$ cat config.mk
export PLATFORM = sky130hd
export DESIGN_NAME = seg7_disp32_flat
export DESIGN_NICKNAME = d
export VERILOG_FILES = /design/src/rtl/seg7_disp32_if.sv /design/src/rtl/seg7_disp32.sv /design/src/flat_wrapper.sv
export SDC_FILE = /design/constraint.sdc
export NUM_CORES = 1
export LEC_CHECK = 0
export CAP_MARGIN = 20
export CORE_MARGIN = 1.5
export CORE_UTILIZATION = 40
export CTS_CLUSTER_SIZE = 16
export DETAILED_ROUTE_END_ITERATION = 10
export SYNTH_ARGS = -nofsm -noshare
export SYNTH_HDL_FRONTEND = slang
export SYNTH_SLANG_ARGS = --single-unit
$ cat constraint.sdc
create_clock -name clk -period 8.35 [get_ports clk]
set_input_delay 2.505 -clock clk [delete_from_list [all_inputs] [get_ports clk]]
set_output_delay 2.505 -clock clk [all_outputs]
set_load 0.02 [all_outputs]
$ cat src/rtl/seg7_disp32_if.sv
// Bus between the display-source selector and the seven-segment display stage.
// The selector drives the word and mode bits; the display stage drives segments and status.
interface seg7_disp32_if;
  logic [31:0] data;
  logic        hex_mode;
  logic        is_signed;
  logic        force_conv;
  logic [6:0]  hex0;
  logic [6:0]  hex1;
  logic [6:0]  hex2;
  logic [6:0]  hex3;
  logic [6:0]  hex4;
  logic [6:0]  hex5;
  logic [6:0]  hex6;
  logic [6:0]  hex7;
  logic        busy;
  logic        done;
  logic        ovf;

  modport master (
    output data, hex_mode, is_signed, force_conv,
    input  hex0, hex1, hex2, hex3, hex4, hex5, hex6, hex7, busy, done, ovf
  );

  modport slave (
    input  data, hex_mode, is_signed, force_conv,
    output hex0, hex1, hex2, hex3, hex4, hex5, hex6, hex7, busy, done, ovf
  );
endinterface

$ cat src/rtl/seg7_disp32.sv
// Eight-digit seven-segment display stage: raw hex, or decimal through a
// sequential double-dabble with sign, leading-zero blanking and overflow.
module seg7_disp32 #(
  parameter bit LZ_BLANK = 1'b1
) (
  input  logic          clk,
  input  logic          rst_n,
  seg7_disp32_if.slave  bus
);

  localparam int unsigned DATA_W  = 32;
  localparam int unsigned BCD_DIG = 10;
  localparam int unsigned BCD_W   = 4 * BCD_DIG;
  localparam int unsigned DIGITS  = 8;
  localparam int unsigned SEG_W   = 7;
  localparam int unsigned CNT_W   = 5;

  localparam logic [SEG_W-1:0] SEG_BLANK = 7'h7F;
  localparam logic [SEG_W-1:0] SEG_MINUS = 7'h3F;
  localparam logic [SEG_W-1:0] SEG_ERR   = 7'h06;

  typedef enum logic [1:0] {IDLE, SHIFT, FORMAT} state_t;

  state_t              state_q;
  logic                valid_q;
  logic [DATA_W-1:0]   snap_data_q;
  logic                snap_sgn_q;
  logic                snap_hex_q;
  logic                neg_q;
  logic [BCD_W-1:0]    bcd_q;
  logic [DATA_W-1:0]   opnd_q;
  logic [CNT_W-1:0]    cnt_q;
  logic                busy_q;
  logic                done_q;
  logic                ovf_q;
  logic [SEG_W-1:0]    hex_q [DIGITS];

  logic [BCD_W-1:0]    bcd_adj_c;
  logic [SEG_W-1:0]    seg_c [DIGITS];
  logic                ovf_c;
  logic [2:0]          msd_c;
  logic                start_c;
  logic                neg_in_c;

  function automatic logic [SEG_W-1:0] seg_of(input logic [3:0] n);
    logic [SEG_W-1:0] s;
    case (n)
      4'h0: s = 7'h40;  4'h1: s = 7'h79;  4'h2: s = 7'h24;  4'h3: s = 7'h30;
      4'h4: s = 7'h19;  4'h5: s = 7'h12;  4'h6: s = 7'h02;  4'h7: s = 7'h78;
      4'h8: s = 7'h00;  4'h9: s = 7'h10;  4'hA: s = 7'h08;  4'hB: s = 7'h03;
      4'hC: s = 7'h46;  4'hD: s = 7'h21;  4'hE: s = 7'h06;  default: s = 7'h0E;
    endcase
    return s;
  endfunction

  // New conversion when forced, never converted, or any input differs from the snapshot.
  always_comb begin
    start_c  = bus.force_conv || !valid_q ||
               ({bus.is_signed, bus.hex_mode, bus.data} != {snap_sgn_q, snap_hex_q, snap_data_q});
    neg_in_c = bus.is_signed && bus.data[DATA_W-1] && !bus.hex_mode;
  end

  // Double-dabble correction: add 3 to every BCD digit of 5 or more before shifting.
  always_comb begin
    bcd_adj_c = bcd_q;
    for (int i = 0; i < int'(BCD_DIG); i++) begin
      if (bcd_q[4*i +: 4] >= 4'd5) bcd_adj_c[4*i +: 4] = bcd_q[4*i +: 4] + 4'd3;
    end
  end

  // Final digit formatting from the snapshot and the finished BCD value.
  always_comb begin
    ovf_c = 1'b0;
    msd_c = 3'd0;
    for (int i = 0; i < int'(DIGITS); i++) seg_c[i] = SEG_BLANK;
    if (snap_hex_q) begin
      for (int i = 0; i < int'(DIGITS); i++) seg_c[i] = seg_of(snap_data_q[4*i +: 4]);
    end else begin
      ovf_c = neg_q ? (|bcd_q[BCD_W-1:28]) : (|bcd_q[BCD_W-1:32]);
      for (int i = 0; i < int'(DIGITS); i++) begin
        if (bcd_q[4*i +: 4] != 4'd0) msd_c = 3'(i);
      end
      if (ovf_c) begin
        seg_c[0] = SEG_ERR;
      end else begin
        for (int i = 0; i < int'(DIGITS); i++) begin
          if (!LZ_BLANK || (3'(i) <= msd_c)) seg_c[i] = seg_of(bcd_q[4*i +: 4]);
        end
        // A non-overflowing negative value has at most seven digits, so msd_c + 1 stays in range.
        if (neg_q) begin
          if (LZ_BLANK) seg_c[3'(msd_c + 3'd1)] = SEG_MINUS;
          else          seg_c[DIGITS-1]         = SEG_MINUS;
        end
      end
    end
  end

  always_ff @(posedge clk or negedge rst_n) begin
    if (!rst_n) begin
      state_q     <= IDLE;
      valid_q     <= 1'b0;
      snap_data_q <= '0;
      snap_sgn_q  <= 1'b0;
      snap_hex_q  <= 1'b0;
      neg_q       <= 1'b0;
      bcd_q       <= '0;
      opnd_q      <= '0;
      cnt_q       <= '0;
      busy_q      <= 1'b0;
      done_q      <= 1'b0;
      ovf_q       <= 1'b0;
      for (int i = 0; i < int'(DIGITS); i++) hex_q[i] <= SEG_BLANK;
    end else begin
      done_q <= 1'b0;
      case (state_q)
        IDLE: begin
          if (start_c) begin
            valid_q     <= 1'b1;
            snap_data_q <= bus.data;
            snap_sgn_q  <= bus.is_signed;
            snap_hex_q  <= bus.hex_mode;
            neg_q       <= neg_in_c;
            bcd_q       <= '0;
            opnd_q      <= neg_in_c ? DATA_W'(~bus.data + 32'd1) : bus.data;
            cnt_q       <= '0;
            busy_q      <= 1'b1;
            state_q     <= bus.hex_mode ? FORMAT : SHIFT;
          end
        end
        SHIFT: begin
          {bcd_q, opnd_q} <= {bcd_adj_c[BCD_W-2:0], opnd_q, 1'b0};
          cnt_q           <= cnt_q + 5'd1;
          if (cnt_q == 5'd31) state_q <= FORMAT;
        end
        FORMAT: begin
          for (int i = 0; i < int'(DIGITS); i++) hex_q[i] <= seg_c[i];
          ovf_q   <= ovf_c;
          done_q  <= 1'b1;
          busy_q  <= 1'b0;
          state_q <= IDLE;
        end
        default: state_q <= IDLE;
      endcase
    end
  end

  assign bus.hex0 = hex_q[0];
  assign bus.hex1 = hex_q[1];
  assign bus.hex2 = hex_q[2];
  assign bus.hex3 = hex_q[3];
  assign bus.hex4 = hex_q[4];
  assign bus.hex5 = hex_q[5];
  assign bus.hex6 = hex_q[6];
  assign bus.hex7 = hex_q[7];
  assign bus.busy = busy_q;
  assign bus.done = done_q;
  assign bus.ovf  = ovf_q;

endmodule
$ cat src/flat_wrapper.sv
// flat-port wrapper written by rule: the top's interface ports become plain ports
module seg7_disp32_flat 
#(
  parameter bit LZ_BLANK = 1'b1
)
  (clk, rst_n, bus_data, bus_hex_mode, bus_is_signed, bus_force_conv, bus_hex0, bus_hex1, bus_hex2, bus_hex3, bus_hex4, bus_hex5, bus_hex6, bus_hex7, bus_busy, bus_done, bus_ovf);
  seg7_disp32_if bus_i ();
  input  logic clk;
  input  logic rst_n;
  input wire logic [$bits(bus_i.data)-1:0] bus_data;
  input wire logic [$bits(bus_i.hex_mode)-1:0] bus_hex_mode;
  input wire logic [$bits(bus_i.is_signed)-1:0] bus_is_signed;
  input wire logic [$bits(bus_i.force_conv)-1:0] bus_force_conv;
  output wire logic [$bits(bus_i.hex0)-1:0] bus_hex0;
  output wire logic [$bits(bus_i.hex1)-1:0] bus_hex1;
  output wire logic [$bits(bus_i.hex2)-1:0] bus_hex2;
  output wire logic [$bits(bus_i.hex3)-1:0] bus_hex3;
  output wire logic [$bits(bus_i.hex4)-1:0] bus_hex4;
  output wire logic [$bits(bus_i.hex5)-1:0] bus_hex5;
  output wire logic [$bits(bus_i.hex6)-1:0] bus_hex6;
  output wire logic [$bits(bus_i.hex7)-1:0] bus_hex7;
  output wire logic [$bits(bus_i.busy)-1:0] bus_busy;
  output wire logic [$bits(bus_i.done)-1:0] bus_done;
  output wire logic [$bits(bus_i.ovf)-1:0] bus_ovf;
  assign bus_i.data = bus_data;
  assign bus_i.hex_mode = bus_hex_mode;
  assign bus_i.is_signed = bus_is_signed;
  assign bus_i.force_conv = bus_force_conv;
  assign bus_hex0 = bus_i.hex0;
  assign bus_hex1 = bus_i.hex1;
  assign bus_hex2 = bus_i.hex2;
  assign bus_hex3 = bus_i.hex3;
  assign bus_hex4 = bus_i.hex4;
  assign bus_hex5 = bus_i.hex5;
  assign bus_hex6 = bus_i.hex6;
  assign bus_hex7 = bus_i.hex7;
  assign bus_busy = bus_i.busy;
  assign bus_done = bus_i.done;
  assign bus_ovf = bus_i.ovf;
  seg7_disp32 #(.LZ_BLANK(LZ_BLANK)) u_core (.clk(clk), .rst_n(rst_n), .bus(bus_i));
endmodule
Yosys cells after proc, flatten, opt, wreduce, memory -nomap -nowiden
Memory sizes are Yosys's and may differ from the RTL's.
Cells that the tools add are included.
{ "classes": {"n_mux": 64, "n_eq_ne": 6, "addsub": 13, "n_reduce_logical": 23, "order_cmp": 20, "n_bitwise": 5} }
{ "op_table": {"columns": ["op", "count"], "rows": [
  ["7-bit 2-to-1 mux", 26],
  ["56-bit 2-to-1 mux", 2],
  ["40-bit case mux with 2 select lines", 1],
  ["32-bit 2-to-1 mux", 2],
  ["32-bit case mux with 2 select lines", 1],
  ["49-bit 2-to-1 mux", 1],
  ["48-bit bitwise OR", 1],
  ["4-bit by 3-bit >= comparator with 1-bit output (second input constant)", 10],
  ["40-bit 2-to-1 mux", 1],
  ["4-bit by 2-bit adder with 4-bit output (second input constant)", 9],
  ["4-bit 2-to-1 mux", 9],
  ["34-bit != test", 1],
  ["32-bit by 1-bit adder with 32-bit output (second input constant)", 1],
  ["32-bit NOT", 1],
  ["4-bit nonzero test", 7],
  ["7-bit demux with 3-bit select", 1],
  ["3-bit 2-to-1 mux", 6],
  ["3-bit <= comparator (first input constant)", 4],
  ["12-bit OR reduction", 1],
  ["2-bit 2-to-1 mux", 5],
  ["5-bit case mux with 2 select lines", 1],
  ["8-bit AND", 1],
  ["8-bit NOT", 1],
  ["2-bit AND reduction", 4],
  ["other kinds (22)", 34]
]} }
{ "word_totals": {"memories": 16, "register_bits": 174, "wordCells": 167, "romBits": 1792, "in_bits": 37, "out_inout_bits": 59} }
{ "mem_list": {"columns": ["name", "words", "width", "rd", "rd_ports_with_merged_regs", "write_ports", "line", "source"], "rows": [
  ["(name not given)", 16, 7, 1, 0, 0, "seg7_disp32.sv:47", "case (n)"],
  ["(name not given)", 16, 7, 1, 0, 0, "seg7_disp32.sv:47", null],
  ["(name not given)", 16, 7, 1, 0, 0, "seg7_disp32.sv:47", null],
  ["(name not given)", 16, 7, 1, 0, 0, "seg7_disp32.sv:47", null],
  ["(name not given)", 16, 7, 1, 0, 0, "seg7_disp32.sv:47", null],
  ["(name not given)", 16, 7, 1, 0, 0, "seg7_disp32.sv:47", null],
  ["10 more memories", null, null, null, null, null, null, null]
]} }

Longest topological paths before layout
{ "logic_depth": {"word_depth": 20, "depth_mapped": 15, "depth_no_buf": 15} }

Least setup slack after synthesis
No wires, ideal clock.
{ "synth_path": {"path_type": "in2reg", "start": "input bus_data[21]", "end": "register u_core.snap_data_q[10]", "path_buffers": 3, "setup_slack_ns": 3.952, "required_ns": 8.225, "setup_time_ns": 0.125, "arrival_ns": 4.272, "path_stages": 8, "cell_sequence": "clkbuf_1 xor2_1 nor4_1 nand4_1 o31a_1 buf_6 buf_6 mux2_4"} }
{ "synth_between": {"elab_chain_cells": 3} }
{ "synth_lines": {"columns": ["item", "line", "source"], "rows": [
  ["from (decl)", "flat_wrapper.sv:10", "input wire logic [$bits(bus_i.data)-1:0] bus_data;"],
  ["34-bit != test", "seg7_disp32.sv:59", "({bus.is_signed, bus.hex_mode, bus.data} != {snap_sgn_q, snap_hex_q, snap_data_q});"],
  ["1-bit logical OR", "seg7_disp32.sv:58", "start_c = bus.force_conv || !valid_q ||"],
  ["2-bit AND reduction (no source line)", null, null],
  ["to (signal assigned)", "seg7_disp32.sv:119", "snap_data_q <= bus.data;"],
  ["to (decl)", "seg7_disp32.sv:26", "logic [DATA_W-1:0] snap_data_q;"]
]} }
No other way between the ends.
A chain may end at the register's enable or synchronous reset.

Worst setup path in the final report
{ "layout_path": {"start": "input bus_data[5]", "end": "register u_core.opnd_q[25]"} }
{ "layout_between": {"elab_chain_cells": 5, "elab_cells_between_ends": 9, "classes_between": "1 x add/sub; 2 x eq/ne; 3 x mux; 1 x bitwise; 2 x reduce/logical"} }
{ "layout_lines": {"columns": ["item", "line", "source"], "rows": [
  ["32-bit NOT", "seg7_disp32.sv:124", "opnd_q <= neg_in_c ? DATA_W'(~bus.data + 32'd1) : bus.data;"],
  ["32-bit by 1-bit adder with 32-bit output", "seg7_disp32.sv:124", null],
  ["32-bit 2-to-1 mux", "seg7_disp32.sv:124", null],
  ["32-bit 2-to-1 mux", "seg7_disp32.sv:117", "if (start_c) begin"],
  ["32-bit case mux with 2 select lines", "seg7_disp32.sv:115", "case (state_q)"],
  ["to (signal assigned)", "seg7_disp32.sv:124", null],
  ["to (signal assigned)", "seg7_disp32.sv:131", "{bcd_q, opnd_q} <= {bcd_adj_c[BCD_W-2:0], opnd_q, 1'b0};"],
  ["to (decl)", "seg7_disp32.sv:31", "logic [DATA_W-1:0] opnd_q;"]
]} }
Parallel ways exist; a longest one is shown, timed or not. The select of a mux whose other input is x is not followed.

==> flow_metrics.py <==
metrics = {
    "global_routing": {
        "gr-usage-all-layers_pct": 24.4,
        "overflow": 0,
        "antenna_found_initial": 1,
        "grt_max_degree": 74,
        "grt_pass1_vias": 11300,
        "grt_pass1_wl_um": 64600,
    },
    "yosys": {
        "yosysSeqAreaShare_pct": 33.2,
        "synth_ff_type": "dfrtp_1",
        "synth_seq_cells": 174,
        "ys_async_sr_fraction_pct": 100,
        "yosys.area_share.adder_pct": 10.3,
        "synthCells": 1606,
        "yosysMostFrequentCell": "nand2_1",
        "synth-xor-area-share_pct": 5.26,
        "synth_edf_count": 0,
        "ys_top_cells_by_area": "dfrtp_1 (22%), dfstp_2 (11%), ha_1 (10%), o21ai_0 (6.3%), a21oi_1 (5.4%)",
        "yosys.area_share.simple_pct": 15.2,
        "synth_top_family_by_area": "compound AO/OA/AOI/OAI gates",
        "synthMuxAreaShare_pct": 4.07,
        "yosys.area.top_type": "dfrtp_1",
        "synth_top_area_share_pct": 22.2,
        "syn-cell-area_um2": 13300,
        "synth_nets": 1753,
        "netlist_top_cells_count": "nand2_1 (185), o21ai_0 (169), a21oi_1 (143)",
        "synth_cell_type_count": 71,
        "syn_area_per_cell_um2": 8.30,
        "synth_compound_area_share_pct": 25.7,
        "ys.warnings.count": 0,
    },
    "timing": {
        "setup_violations": 0,
        "fin_crit_sh_pct": 64.9,
        "max_freq_mhz": 184,
        "clock_skew_ps": 16.9,
        "slew_viol_final": 0,
        "layout_setup_ws_ps": 2930,
        "grt_setup_unrepaired": "no",
        "worstMarginPinSlew_ps": 1070,
        "fin_crit_ps": 5420,
        "relSlewSlack_pct": 28.5,
        "finalHoldViolations": 0,
        "fin_setup_tns_ps": 0,
    },
    "floorplanning": {
        "fp.coreArea_um2": 32700,
        "ios": 96,
        "rows": 66,
        "start_util_pct": 40.7,
        "die_w_um": 186,
        "die_h_um": 186,
        "dieArea_um2": 34400,
    },
    "clocking": {
        "post_cts_resized": 0,
        "cts_hold_buf": 0,
        "cts_buffers": 17,
        "cts_tree": "built",
        "htreeDepth": 4,
        "clk_latency_ps": 460,
        "root_buffer": "clkbuf_16",
        "post_cts_buffers": 0,
        "cts_buffer_depth": 2,
        "cts_num_sinks": 174,
        "clk_pin_slew_ps": 80,
    },
    "routing": {
        "antenna_left": 0,
        "drt-initial-drc-count": 1024,
        "drcViolationCount": 0,
        "wire_per_inst_um": 19.7,
        "vias_per_cell": 5.81,
        "num_vias": 12000,
        "first_pass_iters": 7,
        "wl_um": 40600,
    },
    "worst_setup_path": {
        "cp.arrival_ps": 5810,
        "crit_start": "bus_data[5]",
        "start_kind": "input port",
        "critPathKind": "input port to flip-flop",
        "path_max_fanout": 21,
        "r2r_cells": 13,
        "reg2reg_from": "u_core.bcd_q[28]",
        "r2r_setup_slack_ps": 4010,
        "cp.required_ps": 8730,
        "crit_path_end": "u_core.opnd_q[25]",
        "reg2reg_to": "u_core.bus.hex5[5]",
        "end_kind": "flip-flop",
    },
    "hold_path": {
        "min_from": "u_core.bus.hex0[2]",
        "holdCritPathClass": "flip-flop to flip-flop",
    },
    "place": {
        "place_worst_setup_slack_ps": 2510,
        "dp.cells": 2034,
        "finalWeightedCongestion": 0.911,
        "postPlaceCellArea_um2": 14400,
        "port_buffers": 95,
        "dp_hpwl_um": 28500,
    },
    "pwr": {
        "power_leakage_nw": 6.10,
        "vdd_drop_max_mv": 0.187,
        "powerDensity_nw_per_um2": 346,
    },
    "layout": {
        "multi_input_comb_area_um2": 8100,
        "seq_area_um2": 4420,
        "nNetsFinal": 1758,
        "final_cell_area_um2": 15100,
        "drive_gt1_share_pct": 9.17,
        "areaGrowthSynthToFinish_pct": 13.0,
        "antenna_cells": 0,
        "fin_cells": 2066,
        "fill_cells": 3229,
        "final_core_util_pct": 46.0,
    },
    "flow_run": {
        "cap_violations": 0,
    },
    "run_status": {
        "run_status": "completed",
    },
}
flip-flops by register name, summed over array words and instances (netlist names), 2 cells and up:
name,cells
u_core.bus.hex4,7
u_core.bcd_q,40
u_core.bus.hex2,7
u_core.snap_data_q,32
u_core.opnd_q,32
u_core.bus.hex7,7
u_core.cnt_q,5
u_core.bus.hex1,7
u_core.bus.hex0,7
u_core.state_q,2
u_core.bus.hex5,7
u_core.bus.hex6,7
u_core.bus.hex3,7
layout by cell type, fill, tap and decap left out, drive strengths merged, types with 14 or more instances in the layout:
cell type,instances
o21ai,181
mux2,16
dfstp,56
xnor2,27
a211oi,16
xor2,53
o31ai,16
ha,110
nor2,98
nand2,185
dfrtp,118
clkdlybuf4s50,94
clkbuf,17
a31oi,34
buf,14
o22ai,64
nand2b,25
nor4,14
inv,86
a21oi,143
nand3,30
mux2i,23
o211ai,15
through the flow:
| step | hold slack, ps | total power [mW] |
|---|---|---|
| floorplan | 441 | 3.43 |
| detailed placement | 450 | 4.33 |
| CTS | 462 | 5.21 |
| global placement | 451 | 4.29 |
| finish | 458 | 5.21 |
| global route | 488 | 5.60 |
cell type report:
class,instances,share of cell area [%]
Clock inverter,15,1.30
Sequential cell,174,29.4
Clock buffer,17,2.83
Tap cell,442,3.67
Timing Repair Buffer,108,7.00
Inverter,80,1.99
Multi-Input combinational cell,1230,53.8
cells by family (layout without fill, tap and decap cells):
logic type      Yosys count  after routing
mux                      43             43
compound gates          564            564
simple gates            433            433
fa+ha+maj               110            110
xor+xnor                 80             80
flops                   174            174
buf+inv                 202            220
where the power goes:
part           total [mW]  switching [mW]  internal [mW]
Combinational        2.58            1.52           1.06
Sequential           1.76           0.505           1.25
Clock               0.872           0.414          0.459
layer usage:
layer / up-vias / track usage (%) / routed length [µm]
li1: 5768 / - / -
met1: 5822 / 34.4 / 19000
met2: 355 / 38.7 / 18600
met3: 50 / 3.01 / 2030
met4: 0 / 8.03 / 876
met5: - / 0 / 0
critical path, stage by stage:
cell	delay [ps]
clkdlybuf4s50_1	680
xor2_1	200
nor4_1	550
nand4_1	420
o31ai_4	1000
o22ai_1	220
a21oi_1	210
worst min path at each step:
stage / cells after the start / end / slack [ps]
CTS: 2 / u_core.bus.hex0[2] / 460
detailed placement: 2 / u_core.bus.hex0[2] / 450
global route: 2 / u_core.bus.hex7[0] / 490
floorplan: 1 / u_core.valid_q / 440
global placement: 2 / u_core.bus.hex0[2] / 450
finish: 2 / u_core.bus.hex0[2] / 460
No activity file was read; power rests on OpenSTA's default activity.
